--- src/rtl/lcd_init_ctrl.sv ---
// HD44780-style 4-bit LCD power-on initialiser: timed nibble pulses, then DONE hands the bus downstream.
// Optional macro LCD_INIT_CONFIG_EN appends the 0x28/0x06/0x0C/0x01 configuration byte writes.
module lcd_init_ctrl #(
    parameter int unsigned CLK_MHZ = 50,
    parameter int unsigned E_PULSE = 12,
    parameter int unsigned CNT_W   = 20
) (
    input  logic       clk,
    input  logic       reset,
    input  logic       restart,
    output logic [3:0] SF_D,
    output logic       LCD_E,
    output logic       LCD_RS,
    output logic       LCD_RW,
    output logic       init_done,
    output logic       busy
);

    localparam int unsigned T_POR  = 15000 * CLK_MHZ;
    localparam int unsigned T_4100 = 4100 * CLK_MHZ;
    localparam int unsigned T_100  = 100 * CLK_MHZ;
    localparam int unsigned T_40   = 40 * CLK_MHZ;
`ifdef LCD_INIT_CONFIG_EN
    localparam int unsigned T_1640 = 1640 * CLK_MHZ;
    localparam int unsigned T_1US  = 1 * CLK_MHZ;
`endif

    typedef enum logic [4:0] {
        S_POR_WAIT, S_PULSE0, S_WAIT0, S_PULSE1, S_WAIT1,
        S_PULSE2, S_WAIT2, S_PULSE3, S_WAIT3,
`ifdef LCD_INIT_CONFIG_EN
        S_C0_PH, S_C0_WH, S_C0_PL, S_C0_WL,
        S_C1_PH, S_C1_WH, S_C1_PL, S_C1_WL,
        S_C2_PH, S_C2_WH, S_C2_PL, S_C2_WL,
        S_C3_PH, S_C3_WH, S_C3_PL, S_C3_WL,
`endif
        S_DONE
    } state_t;

    state_t             state, state_nxt, succ;
    logic [CNT_W-1:0]   cnt, cnt_nxt, dur;
    logic [3:0]         nib, sf_d_nxt;

    function automatic logic is_pulse(input state_t s);
        case (s)
            S_PULSE0, S_PULSE1, S_PULSE2, S_PULSE3: return 1'b1;
`ifdef LCD_INIT_CONFIG_EN
            S_C0_PH, S_C0_PL, S_C1_PH, S_C1_PL,
            S_C2_PH, S_C2_PL, S_C3_PH, S_C3_PL: return 1'b1;
`endif
            default: return 1'b0;
        endcase
    endfunction

    // Per-state duration, successor and the nibble presented for the following pulse
    always_comb begin
        dur  = CNT_W'(E_PULSE);
        succ = S_DONE;
        nib  = 4'h0;
        case (state)
            S_POR_WAIT: begin dur = CNT_W'(T_POR);  succ = S_PULSE0; nib = 4'h3; end
            S_PULSE0:   succ = S_WAIT0;
            S_WAIT0:    begin dur = CNT_W'(T_4100); succ = S_PULSE1; nib = 4'h3; end
            S_PULSE1:   succ = S_WAIT1;
            S_WAIT1:    begin dur = CNT_W'(T_100);  succ = S_PULSE2; nib = 4'h3; end
            S_PULSE2:   succ = S_WAIT2;
            S_WAIT2:    begin dur = CNT_W'(T_40);   succ = S_PULSE3; nib = 4'h2; end
            S_PULSE3:   succ = S_WAIT3;
`ifdef LCD_INIT_CONFIG_EN
            S_WAIT3:    begin dur = CNT_W'(T_40);   succ = S_C0_PH;  nib = 4'h2; end
            S_C0_PH:    succ = S_C0_WH;
            S_C0_WH:    begin dur = CNT_W'(T_1US);  succ = S_C0_PL;  nib = 4'h8; end
            S_C0_PL:    succ = S_C0_WL;
            S_C0_WL:    begin dur = CNT_W'(T_40);   succ = S_C1_PH;  nib = 4'h0; end
            S_C1_PH:    succ = S_C1_WH;
            S_C1_WH:    begin dur = CNT_W'(T_1US);  succ = S_C1_PL;  nib = 4'h6; end
            S_C1_PL:    succ = S_C1_WL;
            S_C1_WL:    begin dur = CNT_W'(T_40);   succ = S_C2_PH;  nib = 4'h0; end
            S_C2_PH:    succ = S_C2_WH;
            S_C2_WH:    begin dur = CNT_W'(T_1US);  succ = S_C2_PL;  nib = 4'hC; end
            S_C2_PL:    succ = S_C2_WL;
            S_C2_WL:    begin dur = CNT_W'(T_40);   succ = S_C3_PH;  nib = 4'h0; end
            S_C3_PH:    succ = S_C3_WH;
            S_C3_WH:    begin dur = CNT_W'(T_1US);  succ = S_C3_PL;  nib = 4'h1; end
            S_C3_PL:    succ = S_C3_WL;
            S_C3_WL:    begin dur = CNT_W'(T_1640); succ = S_DONE;   nib = 4'h0; end
`else
            S_WAIT3:    begin dur = CNT_W'(T_40);   succ = S_DONE;   nib = 4'h0; end
`endif
            default:    ;
        endcase
    end

    // Next state, shared counter and data nibble; the nibble moves one cycle after a wait begins
    always_comb begin
        state_nxt = state;
        cnt_nxt   = cnt;
        sf_d_nxt  = SF_D;
        if (state == S_DONE) begin
            if (restart) begin
                state_nxt = S_POR_WAIT;
                cnt_nxt   = '0;
            end
        end else begin
            cnt_nxt = cnt + CNT_W'(1);
            if (cnt == dur - CNT_W'(1)) begin
                state_nxt = succ;
                cnt_nxt   = '0;
            end
            if (!is_pulse(state) && cnt == '0) begin
                sf_d_nxt = nib;
            end
        end
    end

    always_ff @(posedge clk) begin
        if (reset) begin
            state     <= S_POR_WAIT;
            cnt       <= '0;
            SF_D      <= 4'h0;
            LCD_E     <= 1'b0;
            init_done <= 1'b0;
            busy      <= 1'b1;
        end else begin
            state     <= state_nxt;
            cnt       <= cnt_nxt;
            SF_D      <= sf_d_nxt;
            LCD_E     <= is_pulse(state_nxt);
            init_done <= (state_nxt == S_DONE);
            busy      <= (state_nxt != S_DONE);
        end
    end

    assign LCD_RS = 1'b0;
    assign LCD_RW = 1'b0;

endmodule

--- config.mk ---
export PLATFORM = sky130hd
export DESIGN_NAME = lcd_init_ctrl
export DESIGN_NICKNAME = d
export VERILOG_FILES = /design/src/rtl/lcd_init_ctrl.sv
export SDC_FILE = /design/constraint.sdc
export NUM_CORES = 1
export LEC_CHECK = 0
export ABC_AREA = 1
export CAP_MARGIN = 20
export CELL_PAD_IN_SITES_DETAIL_PLACEMENT = 1
export CELL_PAD_IN_SITES_GLOBAL_PLACEMENT = 1
export CORE_MARGIN = 10
export CORE_UTILIZATION = 43
export DETAILED_ROUTE_END_ITERATION = 8
export GPL_TIMING_DRIVEN = 0
export PLACE_DENSITY = 0.86
export SLEW_MARGIN = 20
export SYNTH_ARGS = -nofsm -noshare
export SYNTH_HDL_FRONTEND = slang
export SYNTH_SLANG_ARGS = --single-unit
--- constraint.sdc ---
create_clock -name clk -period 2.74 [get_ports clk]
set_input_delay 0.685 -clock clk [delete_from_list [all_inputs] [get_ports clk]]
set_output_delay 0.685 -clock clk [all_outputs]
set_load 0.03 [all_outputs]
# After elaboration in Yosys (flattened, before gate mapping)
# Cells that the tools add are included.
[op_classes]
mux = 12
multipliers = 0
add_sub_neg = 2
div_mod_pow = 0
reduce_logical = 9
n_lt_le_gt_ge = 0
shift = 0
bitwise = 1
eq_ne = 17
[op_table]
columns = ["cell", "count"]
rows = [
  ["case mux 20 bit (4 select lines)", 1],
  ["two-way mux 20 bit", 3],
  ["case mux 4 bit (8 select lines)", 1],
  ["equality test 5 x 3 -> 1 bit (second input constant)", 6],
  ["adder 20 x 1 -> 20 bit (second input constant)", 1],
  ["equality test 20 bit", 1],
  ["zero test 20 bit", 1],
  ["subtractor 20 x 1 -> 20 bit (second input constant)", 1],
  ["equality test 5 x 2 -> 1 bit (second input constant)", 3],
  ["equality test 5 x 4 -> 1 bit (second input constant)", 3],
  ["two-way mux 5 bit", 3],
  ["equality test 5 x 1 -> 1 bit (second input constant)", 2],
  ["OR reduction 4 bit", 2],
  ["zero test 5 bit", 1],
  ["inequality test 5 x 4 -> 1 bit (second input constant)", 1],
  ["case mux 2 bit (2 select lines)", 1],
  ["two-way mux 1 bit", 3],
  ["OR reduction 3 bit", 1],
  ["inequality test 2 bit (second input constant)", 1],
  ["AND reduction 2 bit", 1],
  ["OR reduction 2 bit", 1],
  ["logical AND 1 bit", 1],
  ["zero test 1 bit", 1],
  ["NOT 1 bit", 1],
]
[word_totals]
ramBits = 0
latch_bits = 0
input_bits = 3
word_cells = 47
register_bits = 32
mem_count = 0
rom_bits = 0
out_inout_bits = 9

# Logic depth before layout (Yosys ltp)
[logic_depth]
word_depth = 10
ltp_mapped = 20
mapped_depth_nobuf = 20

# Worst setup path before layout
# No wires, ideal clock.
[synth_timing]
kind = "register -> register"
from = "register state[1]"
to = "register cnt[14]"
required_time_ns = 2.606
slack_ns = 0.394
arrival_ns = 2.212
stages_incl_launch_ff = 17
setup_ns = 0.134
path_cell_list = "dfxtp_1 -> nor2_4 -> nand3_4 -> nand2_1 -> inv_1 -> ha_1 -> xor2_1 -> nand3_1 -> nor2_1 -> nand2_1 -> nor2_2 -> nand3_4 -> nor2_8 -> nor2_4 -> buf_6 -> nand2_1 -> a21oi_1"
[synth_via]
elab_chain_len = 7
elab_cells_between_ends = 13
cone_classes = "1 x add/sub; 7 x eq/ne; 3 x mux; 2 x reduce/logical"
[synth_rtl]
columns = ["element", "line", "text"]
rows = [
  ["start, declared", "40", "state_t state, state_nxt, succ;"],
  ["start signal, assigned", "125", "state <= state_nxt;"],
  ["equality test 5 x 3 -> 1 bit / equality test 5 x 4 -> 1 bit (equally long branches)", "60", "case (state)"],
  ["OR reduction 2 bit (no line)", "n/a", ""],
  ["case mux 20 bit (4 select lines)", "60", ""],
  ["subtractor 20 x 1 -> 20 bit", "106", "if (cnt == dur - CNT_W'(1)) begin"],
  ["equality test 20 bit", "106", ""],
  ["two-way mux 20 bit", "106", ""],
  ["two-way mux 20 bit", "99", "if (state == S_DONE) begin"],
  ["end signal, assigned", "126", "cnt <= cnt_nxt;"],
  ["end, declared", "41", "logic [CNT_W-1:0] cnt, cnt_nxt, dur;"],
]
# Several ways; a longest one is shown, not always the timed one.
# A chain may end at the register's enable or synchronous reset.

# Worst setup path after layout
[layout_timing]
from = "register state[1]"
to = "register cnt[6]"
# Same word-level chain as after synthesis.

==> flow_metrics.tcl <==
set metrics [dict create \
    top_usage_layer "met2" \
    crit_family "simple AND/OR/NAND/NOR gates" \
    ant_nets 0 \
    drive_above_1_share_pct 18.58 \
    cp.required_ps 2900 \
    start_util_pct 43.82 \
    antenna_found_initial 0 \
    io_pins 12 \
    p_per_area_nw_per_um2 328.4 \
    hold_path.class "flip-flop to flip-flop" \
    synth_edf_count 0 \
    ys_seq_area_share_pct 25.20 \
    use_met2_pct 30.26 \
    critPathBufInv 3 \
    setup_viol 0 \
    fill_cells 764 \
    yosysWarnings 0 \
    whs_ps 501.6 \
    first_pass_iters 6 \
    synth.distinct_cells 35 \
    worst_pin_slew_ps 862.8 \
    async_reset_ff_share_pct 0 \
    die_x_um 94.45 \
    wl_um 7982 \
    r2r_end "cnt[6]" \
    grt_use_met1_pct 21.83 \
    cts_max_level 2 \
    cts_sinks 30 \
    ctsHoldBuffers 0 \
    slew_violations 0 \
    grt_util_all_layers_pct 17.57 \
    synthCells 385 \
    vias 2628 \
    synth_top_area_share_pct 25.20 \
    max_cap_viol_count 0 \
    skew_ps 3.509 \
    synth_seq_cells 30 \
    r2r_slack_ps 180 \
    std_cell_rows 27 \
    syn-cell-area_sq_um 2384 \
    worst-setup-path-type "flip-flop to flip-flop" \
    drtIter0Drc 138 \
    final_nets 414 \
    finalHoldViolCount 0 \
    clock_latency_ps 280 \
    grt.overflow.total 0 \
    io_buffers 6 \
    grt_max_degree 11 \
    numCtsBuffers 5 \
    period_minus_slack_ps 2556 \
    max_stage_delay_ps 380 \
    cts_tree "done" \
    cts_buffer_depth 2 \
    critPathMaxFanout 7 \
    worst_path_max_delay_cell "dfxtp_4" \
    crit_chain "inv_2, nand3_1, nand2_1, nand2_2, nand2_2, inv_1, ha_4, xor2_2, nand3_1, nor2_1, nand2_1, nor2_2, nand3_4, nor2_8, nor2_4, clkbuf_16, nand2_1, a21oi_1" \
    root_buffer "clkbuf_8" \
    die-height_um 94.45 \
    coreArea_sq_um 5439 \
    fmax_ghz 0.3913 \
    met3_usage_pct 2.934 \
    ir_drop_v 0.0002181 \
    ff2ff_path_depth 18 \
    status "finished clean" \
    endpoint_kind "flip-flop" \
    cp_num_cells 18 \
    grt_pass1_wl_um 12530 \
    final.setup.tns_ps 0 \
    critPathMostFrequentCell "nand2_1" \
    ys_top_cells_by_count "96 x nand2_1, 45 x inv_1, 43 x nor2_1, 35 x nand3_1, 30 x dfxtp_1" \
    dp_slack_ps 14.71 \
    grt_pass1_vias 2540 \
    endpoint "cnt[6]" \
    syn_avg_cell_area_sq_um 6.191 \
    critPathLaunchType "flip-flop" \
    area_growth_syn_to_layout_pct 16.33 \
    regToRegStartpoint "state[1]" \
    netlist_top_cells_area "dfxtp_1 25%, nand2_1 15%, nand3_1 7.3%, inv_1 7.1%, nor2_1 6.8%" \
    wire_per_inst_um 16.59 \
    gp_congestion 0.8822 \
    dp_hpwl_um 5973 \
    n_antenna_cell 0 \
    dieArea_sq_um 8921 \
    path_clk_slew_ps 70 \
    timing.final.ws_setup_ps 184.4 \
    ys.flop_type "dfxtp_1" \
    utilization_pct 50.98 \
    relSlewSlack_pct 42.04 \
    yosys.area.top_type "dfxtp_1" \
    crit_arrival_ps 2710 \
    leakage_nw 1.249 \
    avgViaCountPerCell 5.464 \
    drcViolationCount 0 \
    critPathLaunch "state[1]" \
    synth.most_common_cell "nand2_1" \
    finalCritPeriodShare_pct 93.27 \
]
==> state kept, by name (all words and copies together), names as in the netlist <==
register   cells
state          5
SF_D           2
LCD_E          1
init_done      1
cnt           20
busy           1
==> cell usage in the layout, fill, tap and decap left out, drive strengths merged, types with 9 or more instances in the layout <==
| master | count |
|---|---|
| nor3 | 13 |
| xor2 | 9 |
| clkbuf | 12 |
| buf | 15 |
| nor2 | 55 |
| nand4 | 13 |
| a21oi | 24 |
| inv | 50 |
| o21ai | 13 |
| dfxtp | 30 |
| nand3 | 44 |
| nand2 | 106 |
==> layer usage <==
layer	part of all wire, %	vias to the layer above
met3	3.7	16
met4	1.9	0
met1	44	1274
li1	-	1279
met5	0	-
met2	50	59
==> where the power goes <==
part	switching (W)	internal [W]
sequential	0.00000729	0.000441
clock	0.000186	0.000202
combinational	0.0000461	0.0000276
total	0.000240	0.000671
==> stage by stage <==
step           total power [W]  area (sq um)  std cells
3_3_place_gp         0.0005319          2545        466
6_report             0.0009106          2773        481
5_1_grt              0.0009403          2773        481
3_5_place_dp         0.0005333          2545        466
4_1_cts              0.0009178          2645        474
2_1_floorplan        0.0005110          2395        388
==> worst min-delay path by stage <==
stage          slack (ps)  depth (start not counted)  endpoint  startpoint
3_3_place_gp          470                          2   cnt[13]     cnt[13]
6_report              500                          2   cnt[13]     cnt[13]
3_5_place_dp          500                          2   cnt[13]     cnt[13]
4_1_cts               510                          2   cnt[13]     cnt[13]
2_1_floorplan         460                          2   cnt[19]     cnt[19]
5_1_grt               530                          2   cnt[13]     cnt[13]
==> cells by family after synthesis <==
kind of cell | Yosys count | share of synthesized area (%)
flip-flops | 30 | 25.20
buffers and inverters | 64 | 11.44
XOR/XNOR | 10 | 3.675
adder cells (fa/ha/maj) | 3 | 1.575
other | 1 | 0.1573
AND/OR/NAND/NOR | 237 | 48.92
AO/OA/AOI/OAI | 40 | 9.029
==> worst min-delay path, stage by stage (launching register included) <==
cell and delay, ps:
dfxtp_1 330, nand2_1 70, a21oi_1 60
==> layout make-up <==
type,count,area [sq um],share of cell area (%)
multi-input cells,294,1564,56.41
flip-flops and latches,30,611.8,22.07
inverters,50,192.7,6.949
repair buffers,13,130.1,4.693
well taps,72,90.09,3.249
plain buffers,14,88.84,3.204
clock buffers,6,82.58,2.978
clock inverters,2,12.51,0.4513
==> repair_timing <==
| item | in CTS | in global routing |
|---|---|---|
| setup endpoints to repair | 1 | 25 |
| endpoints found under the hold margin | 0 | 0 |
| gates resized for setup | 1 | 18 |
| pin swaps | 0 | 8 |
| cloned | 0 | 1 |
| buffers inserted | 0 | 6 |
No activity file was read; power rests on OpenSTA's default activity.
